<file path="src/rtl/pcpi_result_serializer.sv">
// Buffers PCPI write-back results in a small FIFO and streams each one to the host
// as acknowledged nibbles, least-significant nibble first.
module pcpi_result_serializer #(
    parameter  int DATA_W     = 32,
    parameter  int NIB_W      = 4,
    parameter  int FIFO_DEPTH = 2,
    localparam int LVL_W      = $clog2(FIFO_DEPTH + 1)
) (
    input  logic              clk,
    input  logic              rst_n,
    input  logic              pcpi_ready,
    input  logic              pcpi_wr,
    input  logic [DATA_W-1:0] pcpi_rd,
    input  logic              host_ack,
    input  logic              clear_ovf,
    output logic [NIB_W-1:0]  nib_out,
    output logic              nib_valid,
    output logic              last_nib,
    output logic              busy,
    output logic              overflow,
    output logic [LVL_W-1:0]  fifo_level
);

    localparam int NUM_NIB = DATA_W / NIB_W;
    localparam int PTR_W   = (FIFO_DEPTH > 1) ? $clog2(FIFO_DEPTH) : 1;
    localparam int IDX_W   = (NUM_NIB > 1) ? $clog2(NUM_NIB) : 1;

    typedef enum logic [1:0] {
        S_IDLE,
        S_LOAD,
        S_SHOW,
        S_GAP
    } state_t;

    state_t            state;
    state_t            state_next;

    logic [DATA_W-1:0] mem [FIFO_DEPTH];
    logic [PTR_W-1:0]  wr_ptr;
    logic [PTR_W-1:0]  rd_ptr;
    logic [LVL_W-1:0]  level;
    logic              overflow_q;
    logic              ack_q;
    logic [IDX_W-1:0]  idx;
    logic [DATA_W-1:0] shift;

    logic push_req;
    logic full;
    logic pop;
    logic push;
    logic drop;
    logic ack_rise;
    logic at_last;

    function automatic logic [PTR_W-1:0] ptr_inc(input logic [PTR_W-1:0] p);
        return (p == PTR_W'(FIFO_DEPTH - 1)) ? '0 : p + PTR_W'(1);
    endfunction

    // A LOAD pop frees a slot in the same cycle, so a write into a full FIFO
    // is only dropped when no pop coincides with it.
    assign push_req = pcpi_ready & pcpi_wr;
    assign full     = (level == LVL_W'(FIFO_DEPTH));
    assign pop      = (state == S_LOAD);
    assign push     = push_req & (~full | pop);
    assign drop     = push_req & full & ~pop;
    assign ack_rise = host_ack & ~ack_q;
    assign at_last  = (idx == IDX_W'(NUM_NIB - 1));

    always_comb begin
        // NOTE: every always_comb output gets a default first so no path leaves it unassigned (no latch).
        state_next = state;
        unique case (state)
            S_IDLE: if (level != '0) state_next = S_LOAD;
            S_LOAD: state_next = S_SHOW;
            S_SHOW: if (ack_rise) state_next = at_last ? S_IDLE : S_GAP;
            S_GAP:  state_next = S_SHOW;
            default: state_next = S_IDLE;
        endcase
    end

    always_ff @(posedge clk) begin
        // NOTE: sequential state uses non-blocking assignments so all registers update from pre-edge values.
        if (!rst_n) state <= S_IDLE;
        else        state <= state_next;
    end

    // NOTE: the storage array is not reset; resetting the pointers and level already discards its contents.
    always_ff @(posedge clk) begin
        if (push) mem[wr_ptr] <= pcpi_rd;
    end

    always_ff @(posedge clk) begin
        if (!rst_n) begin
            wr_ptr     <= '0;
            rd_ptr     <= '0;
            level      <= '0;
            overflow_q <= 1'b0;
            ack_q      <= 1'b0;
            idx        <= '0;
            shift      <= '0;
        end else begin
            ack_q <= host_ack;

            if (push) wr_ptr <= ptr_inc(wr_ptr);
            if (pop)  rd_ptr <= ptr_inc(rd_ptr);

            unique case ({push, pop})
                2'b10:   level <= level + LVL_W'(1);
                2'b01:   level <= level - LVL_W'(1);
                default: level <= level;
            endcase

            // A drop in the same cycle wins over a clear request.
            if (drop)           overflow_q <= 1'b1;
            else if (clear_ovf) overflow_q <= 1'b0;

            if (state == S_LOAD) begin
                shift <= mem[rd_ptr];
                idx   <= '0;
            end else if (state == S_SHOW && ack_rise && !at_last) begin
                shift <= shift >> NIB_W;
                idx   <= idx + IDX_W'(1);
            end
        end
    end

    assign nib_valid  = (state == S_SHOW);
    assign nib_out    = nib_valid ? shift[NIB_W-1:0] : '0;
    assign last_nib   = nib_valid & at_last;
    assign busy       = (state != S_IDLE) || (level != '0);
    assign overflow   = overflow_q;
    assign fifo_level = level;

endmodule

</file>
<file path="config.mk">
export PLATFORM = sky130hd
export DESIGN_NAME = pcpi_result_serializer
export DESIGN_NICKNAME = d
export VERILOG_FILES = /design/src/rtl/pcpi_result_serializer.sv
export SDC_FILE = /design/constraint.sdc
export NUM_CORES = 1
export LEC_CHECK = 0
export CORE_MARGIN = 1.5
export CORE_UTILIZATION = 50
export CTS_CLUSTER_SIZE = 12
export DETAILED_ROUTE_END_ITERATION = 12
export GPL_ROUTABILITY_DRIVEN = 0
export PLACE_DENSITY = 0.75
export SYNTH_ARGS = -nofsm -noshare
export SYNTH_HDL_FRONTEND = slang
export SYNTH_SLANG_ARGS = --single-unit
</file>
<file path="constraint.sdc">
create_clock -name clk -period 2.6 [get_ports clk]
set_input_delay 0.26 -clock clk [delete_from_list [all_inputs] [get_ports clk]]
set_output_delay 0.26 -clock clk [all_outputs]
set_load 0.01 [all_outputs]
</file>
After elaboration in Yosys (flattened, before gate mapping)
Memory sizes are Yosys's and may differ from the RTL's. A register that Yosys moved wholly into a read port is not among the register bits.
Index checks and enable logic that the tools add are counted.
- memories kept: 1
- ROM bits: 0
- bits in latches: 0
- flip-flop bits (word level): 43
- output and inout port bits: 10
- memory bits (writable): 64
- logic and storage cells: 63
- input bits: 38
- memories (name ; depth ; bits a word ; rd ports ; clocked after Yosys merged registers in ; wr ports ; line ; RTL):
    mem ; 2 ; 32 ; 1 ; 1 ; 1 ; 38 ; logic [DATA_W-1:0] mem [FIFO_DEPTH];
- bitwise operators: 11
- shift-type cells: 0
- mux-type cells: 16
- equal/unequal tests: 9
- div/mod/pow operators: 0
- reductions and logical operators: 13
- multiply operators: 0
- add/sub/neg operators: 5
- $lt $le $gt $ge: 0
- operators with widths (cell ; count):
    $mux 32 ; 2
    $reduce_bool 2->1 ; 5
    $eq 2x2->1 const B ; 4
    $mux 1 ; 8
    $and 1x1->1 ; 6
    $mux 2 ; 3
    $pmux 2 s3 ; 1
    $eq 2x1->1 const B ; 2
    $mux 4 ; 1
    $not 1->1 ; 4
    $pmux 2 s2 ; 1
    $reduce_or 2->1 ; 2
    $add 3x1->3 const B ; 1
    $eq 3x3->1 const B ; 1
    $add 1x1->1 const B ; 2
    $add 2x1->2 const B ; 1
    $logic_and 1x1->1 ; 2
    $logic_not 2->1 ; 1
    $ne 2x1->1 const B ; 1
    $ne 2x2->1 const B ; 1
    $reduce_and 2->1 ; 1
    $sub 2x1->2 const B ; 1
    $logic_not 1->1 ; 1
    $logic_or 1x1->1 ; 1
    $or 1x1->1 ; 1

Depth between registers and ports, before layout
Gate-level depths: netlist of run 1.
- word-level depth: 6
- mapped depth: 8
- mapped depth without buffers: 6

Least setup slack after synthesis of run 1
Ideal clock, no wire load.
- path kind: register to register
- start point: register state[1]
- end point: memory mem[0][0] (enable)
- cell stages (with the launch flop): 5
- setup time: 0.425 ns
- arrival time: 2.401 ns
- clock period less this slack: 2.826 ns
- path slack: -0.226 ns
- buffers on the path: 1
- path through: dfxtp_1 > nand2b_1 > buf_2 > a31oi_1 > nor2b_1
- longest elaborated chain between the ends: 5
- RTL lines (element ; line ; RTL):
    start, declared ; 35 ; state_t state;
    start signal, assigned ; 84 ; else state <= state_next;
    $eq 2x1->1 ; 63 ; assign pop = (state == S_LOAD);
    $or 1x1->1 ; 64 ; assign push = push_req & (~full | pop);
    $and 1x1->1 ; 64 ;
    $mux 1 ; 89 ; if (push) mem[wr_ptr] <= pcpi_rd;
    $mux 1 (not written as such) ; 89 ;
    end, declared ; 38 ;
Every way passes these cells.

Worst setup path in the final report of run 1
- start point: register state[1]
- end point: output nib_out[1]
- longest elaborated chain between the ends: 2
- RTL lines (element ; line ; RTL):
    $eq 2x2->1 ; 127 ; assign nib_valid = (state == S_SHOW);
    $mux 4 ; 128 ; assign nib_out = nib_valid ? shift[NIB_W-1:0] : '0;
    end, declared ; 16 ; output logic [NIB_W-1:0] nib_out,
Every way passes these cells.

==> results of run 1 <==
## worst max-delay path, cell delays in order, from the launching register on
cell and delay (ns):
sky130_fd_sc_hd__dfxtp_1 0.43, sky130_fd_sc_hd__nor2b_1 0.56, sky130_fd_sc_hd__and2_1 0.23, sky130_fd_sc_hd__clkdlybuf4s50_1 0.54
## flip-flops by register name, indices dropped and copies added, names as in the netlist, named ones only
| signal | flops |
|---|---|
| overflow | 1 |
| rd_ptr | 1 |
| idx | 3 |
| fifo_level | 2 |
| wr_ptr | 1 |
| state | 2 |
| shift | 32 |
| ack_q | 1 |
| mem | 64 |
## cell families after synthesis
logic type / Yosys count / synth area share
buffers and inverters: 22 / 0.0310
flip-flops: 108 / 0.667
adder cells (fa/ha/maj): 2 / 0.00596
multiplexers: 34 / 0.0810
XOR/XNOR: 3 / 0.00626
AO/OA/AOI/OAI: 41 / 0.105
AND/OR/NAND/NOR: 98 / 0.103
## metal layers
| layer | vias to the layer above | track usage |
|---|---|---|
| met5 | - | 0 |
| met4 | 0 | 0.0833 |
| met3 | 11 | 0.0306 |
| met2 | 57 | 0.276 |
| met1 | 1208 | 0.234 |
| li1 | 1224 | - |
## layout by cell type (no fill, tap or decap), types with 2 or more instances in the layout
cell,instances
sky130_fd_sc_hd__buf_12,3
sky130_fd_sc_hd__nand2_1,6
sky130_fd_sc_hd__nor3_1,2
sky130_fd_sc_hd__nand3_1,2
sky130_fd_sc_hd__and2_1,7
sky130_fd_sc_hd__edfxtp_1,64
sky130_fd_sc_hd__dfxtp_1,43
sky130_fd_sc_hd__ha_1,2
sky130_fd_sc_hd__inv_1,2
sky130_fd_sc_hd__xnor2_1,3
sky130_fd_sc_hd__nor2_1,68
sky130_fd_sc_hd__a221oi_2,15
sky130_fd_sc_hd__a21oi_1,3
sky130_fd_sc_hd__buf_4,4
sky130_fd_sc_hd__clkbuf_8,10
sky130_fd_sc_hd__clkinv_1,3
sky130_fd_sc_hd__a221oi_1,13
sky130_fd_sc_hd__nor2b_1,4
sky130_fd_sc_hd__o22a_1,4
sky130_fd_sc_hd__clkdlybuf4s50_1,47
sky130_fd_sc_hd__mux2i_1,34
## metrics by stage
stage           util  hold WS [ns]  std cells
2_1_floorplan      -         0.359        308
3_3_place_gp   0.584         0.483        447
3_5_place_dp   0.584         0.493        447
4_1_cts        0.607         0.467        463
5_1_grt        0.607         0.478        463
6_report       0.607         0.483        463
## final cells by class
type                    count  area [µm²]
repair buffers             54         561
clock inverters             5        50.0
fillers                   630        3210
well taps                 105         131
flip-flops and latches    108        2800
inverters                   2        7.51
multi-input cells         178        1270
clock buffers              11         141
## power by group
group | internal (mW) | total (mW) | switching, mW
combinational | 0.468 | 0.966 | 0.497
clock | 0.467 | 0.987 | 0.520
sequential | 2.01 | 2.18 | 0.169
total | 2.94 | 4.13 | 1.19
## worst paths after layout
check / from / endpoint / cells past startpoint
setup / recovery: state[1] / nib_out[1] / 3
hold / removal: pcpi_rd[9] / mem[0][9] / 1
setup reg to reg: idx[0] / idx[1] / 6
hold reg to reg: shift[30] / shift[26] / 2
==> run summary, run 1 <==
The flow ran to the end, and the final reports show no timing, DRC or antenna violations. The worst setup path is launched from a flip-flop. The die height is 94.7 µm. The most used flip-flop cell after synthesis is sky130_fd_sc_hd__edfxtp_1. The via count normalized by instance count came out at 5.40. The total grt overflow came out at 0. The setup TNS is 0 ns.

After synthesis, the cell types taking the most area are sky130_fd_sc_hd__edfxtp_1 (46%), sky130_fd_sc_hd__dfxtp_1 (21%), sky130_fd_sc_hd__mux2i_1 (8.1%). For this run, the total global-route usage over all layers was measured as 0.175. Counting the buffers created by CTS gives 9.

The ratio of final minimum period to clock period came out at 0.912. The worst slack after detailed placement is 0.562 ns. The count of different cell masters after synthesis is 34. The clock latency reported for the late side of the worst-skew pair is 0.35 ns. Routed signal wires occupy layers up through met4.

The post-cts resize count came out at 0. The worst clock skew on the final layout is 0.0102 ns. The worst setup path is captured at a primary output.

The count of maximum capacitance violations is 0. The most common cell in the synthesized netlist is sky130_fd_sc_hd__nor2_1. Setup violations remaining at the end of the flow were counted as 0. The total routed wire length on the met1 layer is 3380 µm. Once placement finished, the instance area stood at 4770 µm².

The worst path in the final design needs a cycle of 2.37 ns, including I/O delays and setup. The actual slew at the worst max-slew pin came out at 0.638 ns. The count of vias placed by the detailed router is 2,500.

The post-route total power came out at 4.13 mW. The post-synthesis area per instance came out at 13.6 µm². In this run the cell area of the synthesized design comes to 4200 µm². The per-cell routed wire length came out at 15.7 µm. The number of antenna violations at the first check in global routing came to 0. The total of buffers placed on input and output ports came out at 47. The die covers 8960 µm². For this configuration, the core starts out at a cell density of 0.514. The net count after synthesis is 348. The number of sinks handled by clock tree synthesis is 108.

TritonCTS built the clock tree. The slack of the worst reg-to-reg path came out at 0.58 ns. The max-slew violation total from the final report came to 0.

The power per cell area came out at 832 nW/µm². Setup repair after global routing left no endpoint under its margin. The synthesized design spends more area on one cell type than any other, namely sky130_fd_sc_hd__edfxtp_1. The routed length on met2 came out at 3460 µm. The number of placement rows came out at 33. The length of the first detailed-routing pass in iterations came out at 4. Ranked by instance count, the synthesized netlist is headed by sky130_fd_sc_hd__nor2_1 (68), sky130_fd_sc_hd__edfxtp_1 (64), sky130_fd_sc_hd__dfxtp_1 (44), sky130_fd_sc_hd__mux2i_1 (34), sky130_fd_sc_hd__a221oi_2 (15). The tree is rooted in a sky130_fd_sc_hd__clkbuf_8. The setup slack after layout came out at 0.229 ns. The leakage power total came out at 1.70 nW.

The I/O pin count is 48. The share of the yosys chip area belonging to registers is 0.667. The number of design-rule violations left by the first detailed-router iteration came out at 166. Summing all non-filler instances in the final layout gives an area of 4960 µm². From left edge to right edge, the die measures 94.7 µm.

The layout net count came out at 393. The hold violation total from the final report came out at 0. After detailed routing, the number of remaining DRC violations is 0. The highest clock rate is 422 MHz. The post-detailed-routing wire length came out at 7250 µm. The worst setup path is of the reg -> out kind. The number of synthesized flops with an enable pin is 64. Of the cells placed in the final design, the portion with a size suffix greater than 1 is 0.109. After clock tree synthesis, the clock-pin slew on the worst setup and hold paths is 0.09 ns. The via count of the first global-routing pass came out at 2,474. The largest net degree at the start of global routing came out at 39. The highest ir drop seen on vdd came out at 457 µV. The placeable core region is 8180 µm².

The hold buffer count at cts is 0. The signal arrival time at the worst endpoint is 2.11 ns. The H-tree depth reported by CTS came out at 3.

The worst slew margin relative to its limit came out at 0.574. The amount of wire on met3 after detailed routing came out at 273 µm. The worst-path maximum fanout came out at 8.

The antenna diode instance count is 0. The number of buffers added for setup after CTS is 0. The async set-or-reset flop fraction in the synthesized netlist is 0.

Counting flops and latches in the post-synthesis netlist gives 108. Relative to the synthesized area, the layout overhead comes to 18.2%. The path class of the lowest-slack min-delay path is in -> reg. The first global-routing pass estimated 11,900 µm of wire. The half-perimeter wire length after detailed placement is 4690 µm.

The share of the synthesized area in the top cell type came out at 0.458. In this run the deepest clock path goes through 2 buffers. The synthesis warning total came out at 0. The data required time at the worst endpoint is 2.34 ns.

The cell count after synthesis came out at 308. The remaining number of nets flagged by the antenna check after routing is 0.
Power figures use the tool's default switching activity.
==> run 2: changes to the inputs <==
--- a/config.mk
+++ b/config.mk
@@ -6,11 +6,14 @@
 export NUM_CORES = 1
 export LEC_CHECK = 0
 export CORE_MARGIN = 1.5
-export CORE_UTILIZATION = 50
+export CORE_UTILIZATION = 56
 export CTS_CLUSTER_SIZE = 12
 export DETAILED_ROUTE_END_ITERATION = 12
+export DONT_BUFFER_PORTS = 1
 export GPL_ROUTABILITY_DRIVEN = 0
-export PLACE_DENSITY = 0.75
+export PLACE_DENSITY = 0.74
+export REMOVE_ABC_BUFFERS = 1
+export SETUP_SLACK_MARGIN = 0.2
 export SYNTH_ARGS = -nofsm -noshare
 export SYNTH_HDL_FRONTEND = slang
 export SYNTH_SLANG_ARGS = --single-unit
==> run summary, run 2 (synthesis results as in run 1) <==
The non-filler instance count after layout came out at 442 (was 463). Commonest cells after routing, fill and taps aside: sky130_fd_sc_hd__nor2_1 (68), sky130_fd_sc_hd__edfxtp_1 (64), sky130_fd_sc_hd__dfxtp_1 (43), sky130_fd_sc_hd__mux2i_1 (34), sky130_fd_sc_hd__dlygate4sd3_1 (33) (was sky130_fd_sc_hd__nor2_1 (68), sky130_fd_sc_hd__edfxtp_1 (64), sky130_fd_sc_hd__clkdlybuf4s50_1 (47), sky130_fd_sc_hd__dfxtp_1 (43), sky130_fd_sc_hd__mux2i_1 (34)). Setup repair after global routing missed its margin: false (unchanged). The final setup violation count came out at 0 (unchanged). The slack of the worst reg-to-reg path is 0.61 ns (was 0.58 ns). The total of buffers placed on input and output ports is 0 (was 47). Top Registers: mem (64), shift (32), idx (3) (unchanged). The area growth from synthesis to final layout is 15.4% (was 18.2%). The highest clock rate is 501 MHz (was 422 MHz). The most common library cell in the layout ignoring fill and taps was sky130_fd_sc_hd__nor2_1 (unchanged). The count of vias placed by the detailed router is 2,445 (was 2,500).

The hold violation total from the final report is 0 (unchanged). The overall die area came out at 8030 µm² (was 8960 µm²). The signal arrival time at the worst endpoint is 2.26 ns (was 2.11 ns). The number of buffers created by CTS was 9 (unchanged). The number of flip-flops under the largest register name came out at 64 (unchanged).

The placeable core region is 7250 µm² (was 8180 µm²). The number of design-rule violations left by the first detailed-router iteration was 99 (was 166). The path class of the lowest-slack min-delay path is in -> reg (unchanged). The actual slew at the worst max-slew pin is 0.920 ns (was 0.638 ns).

The H-tree depth reported by CTS came out at 3 (unchanged). The start-to-end type of the worst setup path is reg -> reg (was reg -> out). The worst clock skew on the final layout came out at 0.0110 ns (was 0.0102 ns). The per-cell routed wire length came out at 15.6 µm (was 15.7 µm). Outcome: complete, no violations (unchanged).

The max-slew violation total from the final report is 0 (unchanged). The ratio of final minimum period to clock period is 0.767 (was 0.912). The cell that appears most often on the critical path is sky130_fd_sc_hd__ha_1. The clock input transition at the sequential cells of the worst setup and hold paths came out at 0.10 ns (was 0.09 ns). List of cells traversed by the critical path: ha_1, ha_1, nor3b_2, and2_4, mux2i_1, nor2_1 (was nor2b_1, and2_1, clkdlybuf4s50_1).

The critical path launch point type is a flip-flop (unchanged). The endpoint of the most critical register-to-register path is idx[1] (unchanged). The clock root buffer is sky130_fd_sc_hd__clkbuf_8 (unchanged). The post-cts resize count came out at 0 (unchanged).

The worst slew margin relative to its limit came out at 0.385 (was 0.574). The DRC violation count after routing came to 0 (unchanged). The I/O pin count is 48 (unchanged). The horizontal extent of the die came out at 89.6 µm (was 94.7 µm). The remaining number of nets flagged by the antenna check after routing came out at 0 (unchanged). The launching point of the worst reg2reg path is idx[0] (unchanged). The total grt overflow is 0 (unchanged). The number of cells on the worst reg-to-reg path came out at 6 (unchanged). The cell at the slowest stage of the critical path is sky130_fd_sc_hd__and2_4 (was sky130_fd_sc_hd__nor2b_1). The data required time at the worst endpoint is 2.87 ns (was 2.34 ns). The number of placement rows came out at 31 (was 33). The register name with the most flops is mem (unchanged). The worst-path maximum fanout is 35 (was 8).

The number of placed cells counting well taps was 393 (was 447). The worst stage delay on the critical path is 0.52 ns (was 0.56 ns). The global-route wire length before repair came to 11,400 µm (was 11,900 µm). The number of antenna violations at the first check in global routing came out at 0 (unchanged).

The overall fraction of global-route tracks in use is 0.192 (was 0.175). The via count normalized by instance count is 5.53 (was 5.40). The largest buffer count on any clock path came to 2 (unchanged).

The launch point of the critical path was idx[0] (was state[1]). The half-perimeter wire length after detailed placement is 4100 µm (was 4690 µm). The via count of the first global-routing pass came to 2,428 (was 2,474). The power per cell area came out at 862 nW/µm² (was 832 nW/µm²).

The clock latency reported for the late side of the worst-skew pair was 0.37 ns (was 0.35 ns). The startpoint of the worst hold path was host_ack (was pcpi_rd[9]). The antenna diode instance count is 0 (unchanged). The length of the first detailed-routing pass in iterations was 4 (unchanged). The highest ir drop seen on vdd is 512 µV (was 457 µV). The endpoint of the most critical setup path is idx[1] (was nib_out[1]). The post-route total power is 4.18 mW (was 4.13 mW).

The CTS tree is done (unchanged). The share of post-route cells with drive strength above 1 came out at 0.122 (was 0.109). The die height is 89.6 µm (was 94.7 µm). The worst-case hold slack is 0.0227 ns (was 0.483 ns). The number of sinks handled by clock tree synthesis came to 108 (unchanged). The nature of the critical path endpoint is a flip-flop (was primary output). The layout net count is 378 (was 393). The post-detailed-routing wire length is 6880 µm (was 7250 µm). The largest net degree at the start of global routing is 39 (unchanged). The leakage power total came out at 1.67 nW (was 1.70 nW). The count of maximum capacitance violations was 0 (unchanged). The time the final worst path needs with I/O delays and setup came to 1.99 ns (was 2.37 ns). The starting density of the core came to 0.579 (was 0.514).
[run 2: cell types whose count changed in the layout (fill, tap and decap cells not counted), sizes merged]
cell / previous run / this run
clkdlybuf4s50: 47 / 0
dlygate4sd3: 0 / 33
clkbuf: 11 / 9
buf: 7 / 6
bufinv: 1 / 2
clkinv: 3 / 2
clkinvlp: 0 / 1
inv: 3 / 4
[run 2: worst min-delay path by stage]
stage / to / slack, ns / cells after the start
3_3_place_gp: mem[1][18] / 0.36 / 0
5_1_grt: ack_q / 0.02 / 1
4_1_cts: ack_q / 0.01 / 1
2_1_floorplan: mem[0][0] / 0.36 / 0
6_report: ack_q / 0.02 / 1
3_5_place_dp: mem[1][5] / 0.36 / 0
[run 2: metrics by stage]
| stage | instance area, µm² | util | setup TNS (ns) | setup WS (ns) |
|---|---|---|---|---|
| finish | 4850 | 0.668 | 0 | 0.605 |
| global route | 4850 | 0.668 | 0 | 0.445 |
| CTS | 4850 | 0.668 | 0 | 0.584 |
| detailed placement | 4290 | 0.592 | 0 | 0.598 |
| global placement | 4290 | 0.592 | 0 | 0.650 |
| floorplan | 4080 | - | -21.87 | -0.684 |
[run 2: per-layer routing]
| metal | vias up | GRT usage | share of wire |
|---|---|---|---|
| met5 | - | 0 | 0 |
| met4 | 0 | 0.0573 | 0.010 |
| met3 | 8 | 0.0603 | 0.042 |
| met2 | 56 | 0.322 | 0.50 |
| met1 | 1181 | 0.241 | 0.45 |
| li1 | 1200 | - | - |
[run 2: final cells by class]
| cell class | instances | area (µm²) |
|---|---|---|
| Sequential cell | 108 | 2800 |
| Fill cell | 547 | 2410 |
| Multi-Input combinational cell | 178 | 1270 |
| Timing Repair Buffer | 39 | 413 |
| Clock buffer | 9 | 124 |
| Tap cell | 99 | 124 |
| Clock inverter | 7 | 98.8 |
| Inverter | 2 | 7.51 |
[run 2: critical path: cells and delay by family (launching register included)]
family / cells / cell delay (ns)
fa+ha+maj: 2 / 0.41
mux: 1 / 0.24
flops: 1 / 0.34
simple gates: 3 / 0.89
[run 2: repair_timing]
action / 4_1_cts / 5_1_grt
hold buffers: 33 / 0
endpoints found under the hold margin: 66 / 0
buffers inserted: 0 / 0
endpoints found under the setup margin: 0 / 0
[run 2: where the power goes]
| part | internal, mW | total [mW] | switching [mW] |
|---|---|---|---|
| Sequential | 2.01 | 2.17 | 0.162 |
| Clock | 0.549 | 1.11 | 0.563 |
| Combinational | 0.413 | 0.894 | 0.481 |
==> run 3: changes to the inputs <==
--- a/config.mk
+++ b/config.mk
@@ -6,12 +6,12 @@
 export NUM_CORES = 1
 export LEC_CHECK = 0
 export CORE_MARGIN = 1.5
-export CORE_UTILIZATION = 56
+export CORE_UTILIZATION = 62
 export CTS_CLUSTER_SIZE = 12
 export DETAILED_ROUTE_END_ITERATION = 12
 export DONT_BUFFER_PORTS = 1
 export GPL_ROUTABILITY_DRIVEN = 0
-export PLACE_DENSITY = 0.74
+export PLACE_DENSITY = 0.78
 export REMOVE_ABC_BUFFERS = 1
 export SETUP_SLACK_MARGIN = 0.2
 export SYNTH_ARGS = -nofsm -noshare
==> constraint.sdc (replaced) <==
create_clock -name clk -period 1.94 [get_ports clk]
set_input_delay 0.194 -clock clk [delete_from_list [all_inputs] [get_ports clk]]
set_output_delay 0.194 -clock clk [all_outputs]
set_load 0.01 [all_outputs]
==> run summary, run 3 (synthesis results as in run 1) <==
Outcome: complete, but fails checks (was complete, no violations). The checks that failed: design-rule violations. The horizontal extent of the die was 85.3 µm (was 89.6 µm). The worst slew margin relative to its limit came out at 0.585 (was 0.385). The final core utilization is 0.780 (was 0.668). The placeable core region is 6460 µm² (was 7250 µm²). The register name with the most flops is mem (unchanged). The area growth from synthesis to final layout is 20.0% (was 15.4%). The starting density of the core was 0.650 (was 0.579). The count of maximum capacitance violations was 0 (unchanged). The final instance area was 5040 µm² (was 4850 µm²). The time the final worst path needs with I/O delays and setup came out at 1.74 ns (was 1.99 ns).

The length of the first detailed-routing pass in iterations came out at 8 (was 4). The power per cell area came out at 1100 nW/µm² (was 862 nW/µm²). The remaining number of nets flagged by the antenna check after routing is 0 (unchanged).

The ratio of final minimum period to clock period was 0.897 (was 0.767). The highest ir drop seen on vdd is 756 µV (was 512 µV). The hold violation total from the final report is 0 (unchanged).

The clock input transition at the sequential cells of the worst setup and hold paths is 0.09 ns (was 0.10 ns). The combined flip-flop and latch cell area was 2810 µm² (was 2800 µm²). The DRC violation count after routing came out at 3 (was 0).

The total of buffers placed on input and output ports came out at 0 (unchanged). The number of antenna violations at the first check in global routing is 0 (unchanged). The via count of the first global-routing pass came to 2,574 (was 2,428). Top Registers: mem (64), shift (32), idx (3) (unchanged). The half-perimeter wire length after detailed placement came out at 4270 µm (was 4100 µm).

The count of vias placed by the detailed router came out at 2,598 (was 2,445). The global-route wire length before repair came out at 12,400 µm (was 11,400 µm). The nature of the critical path endpoint is a flip-flop (unchanged). The data required time at the worst endpoint came out at 2.19 ns (was 2.87 ns).

The clock latency reported for the late side of the worst-skew pair is 0.36 ns (was 0.37 ns). The largest net degree at the start of global routing came out at 39 (unchanged). The number of buffers created by CTS is 9 (unchanged). The path class of the lowest-slack min-delay path is in -> reg (unchanged). Setup repair after global routing missed its margin: true (was false). The start-to-end type of the worst setup path was reg -> reg (unchanged). Commonest cells after routing, fill and taps aside: sky130_fd_sc_hd__nor2_1 (68), sky130_fd_sc_hd__edfxtp_1 (64), sky130_fd_sc_hd__dfxtp_1 (42), sky130_fd_sc_hd__mux2i_1 (34), sky130_fd_sc_hd__dlygate4sd3_1 (34) (was sky130_fd_sc_hd__nor2_1 (68), sky130_fd_sc_hd__edfxtp_1 (64), sky130_fd_sc_hd__dfxtp_1 (43), sky130_fd_sc_hd__mux2i_1 (34), sky130_fd_sc_hd__dlygate4sd3_1 (33)). The CTS tree is done (unchanged).

The actual slew at the worst max-slew pin came out at 0.622 ns (was 0.920 ns). The largest buffer count on any clock path is 2 (unchanged). The cell area after placement is 4320 µm² (was 4290 µm²). The die height is 85.3 µm (was 89.6 µm). The cell at the slowest stage of the critical path is sky130_fd_sc_hd__dfxtp_2 (was sky130_fd_sc_hd__and2_4).

The most common library cell in the layout ignoring fill and taps was sky130_fd_sc_hd__nor2_1 (unchanged). The H-tree depth reported by CTS is 3 (unchanged). The per-cell routed wire length is 18.8 µm (was 15.6 µm). The worst-path maximum fanout is 14 (was 35). The via count normalized by instance count came out at 5.95 (was 5.53). The I/O pin count came to 48 (unchanged).

The layout net count was 395 (was 378). The total grt overflow is 0 (unchanged). The worst stage delay on the critical path is 0.34 ns (was 0.52 ns). The critical path launch point type is a flip-flop (unchanged).

The share of post-route cells with drive strength above 1 came out at 0.189 (was 0.122). The overall die area came out at 7280 µm² (was 8030 µm²). The number of flip-flops under the largest register name is 64 (unchanged). The worst clock skew on the final layout came out at 0.00702 ns (was 0.0110 ns). List of cells traversed by the critical path: ha_2, ha_4, nor3b_4, buf_4, a21oi_4, a221oi_2, nor2_1 (was ha_1, ha_1, nor3b_2, and2_4, mux2i_1, nor2_1). The leakage power total is 1.76 nW (was 1.67 nW). The setup TNS came to 0 ns (unchanged). The final-layout fill cell count is 412 (was 547). The signal arrival time at the worst endpoint was 1.99 ns (was 2.26 ns). The number of placement rows was 29 (was 31). The worst-case hold slack was 0.0500 ns (was 0.0227 ns). The post-detailed-routing wire length was 8240 µm (was 6880 µm). The final setup violation count is 0 (unchanged). The number of design-rule violations left by the first detailed-router iteration came to 147 (was 99).

The clock root buffer is sky130_fd_sc_hd__clkbuf_8 (unchanged). The highest clock rate was 575 MHz (was 501 MHz). The antenna diode instance count is 0 (unchanged). The total area of multi-input combinational cells is 1380 µm² (was 1270 µm²). The number of sinks handled by clock tree synthesis is 108 (unchanged). The max-slew violation total from the final report is 0 (unchanged). The overall fraction of global-route tracks in use came out at 0.225 (was 0.192).
[run 3: area by class of cell]
| type | count | area share |
|---|---|---|
| flip-flops and latches | 108 | 0.557 |
| clock inverters | 7 | 0.00869 |
| multi-input cells | 180 | 0.274 |
| repair buffers | 54 | 0.115 |
| clock buffers | 9 | 0.0246 |
| inverters | 2 | 0.00149 |
| well taps | 77 | 0.0191 |
[run 3: where the power goes]
| part | total (mW) | internal (mW) | switching, mW |
|---|---|---|---|
| combinational | 1.49 | 0.668 | 0.819 |
| clock | 1.17 | 0.460 | 0.714 |
| sequential | 2.87 | 2.69 | 0.178 |
[run 3: final timing paths]
path	startpoint	to	slack, ns	cells after the start
max reg2reg	idx[0]	shift[6]	0.20	7
min reg2reg	shift[28]	shift[24]	0.52	2
max	idx[0]	shift[6]	0.20	7
min	clear_ovf	overflow	0.05	2
[run 3: layer usage]
metal / global-route usage / share of wire / wire length, µm
met1: 0.275 / 0.41 / 3370
met2: 0.392 / 0.52 / 4310
met3: 0.0681 / 0.057 / 469
met4: 0.0572 / 0.010 / 83
met5: 0 / 0 / 0
[run 3: repair_timing]
action,4_1_cts,5_1_grt
setup buffers,2,4
resized for setup,4,14
setup endpoints to repair,36,103
hold buffers,34,0
pin swaps,2,6
endpoints found under the hold margin,69,0
cloned,1,3
[run 3: worst max-delay path, delay by kind of cell (launching register included)]
kind	cells	cell delay, ns
AND/OR/NAND/NOR	2	0.31
AO/OA/AOI/OAI	2	0.45
buffers and inverters	1	0.17
flip-flops	1	0.34
adder cells (fa/ha/maj)	2	0.36
[run 3: per-stage QoR]
stage | total power [mW] | std cells | setup WS [ns]
2_1_floorplan | 3.81 | 288 | -1.34
3_3_place_gp | 4.10 | 377 | 0.110
3_5_place_dp | 4.15 | 377 | 0.0133
4_1_cts | 5.40 | 430 | 0.198
5_1_grt | 5.81 | 437 | 0.0932
6_report | 5.53 | 437 | 0.199
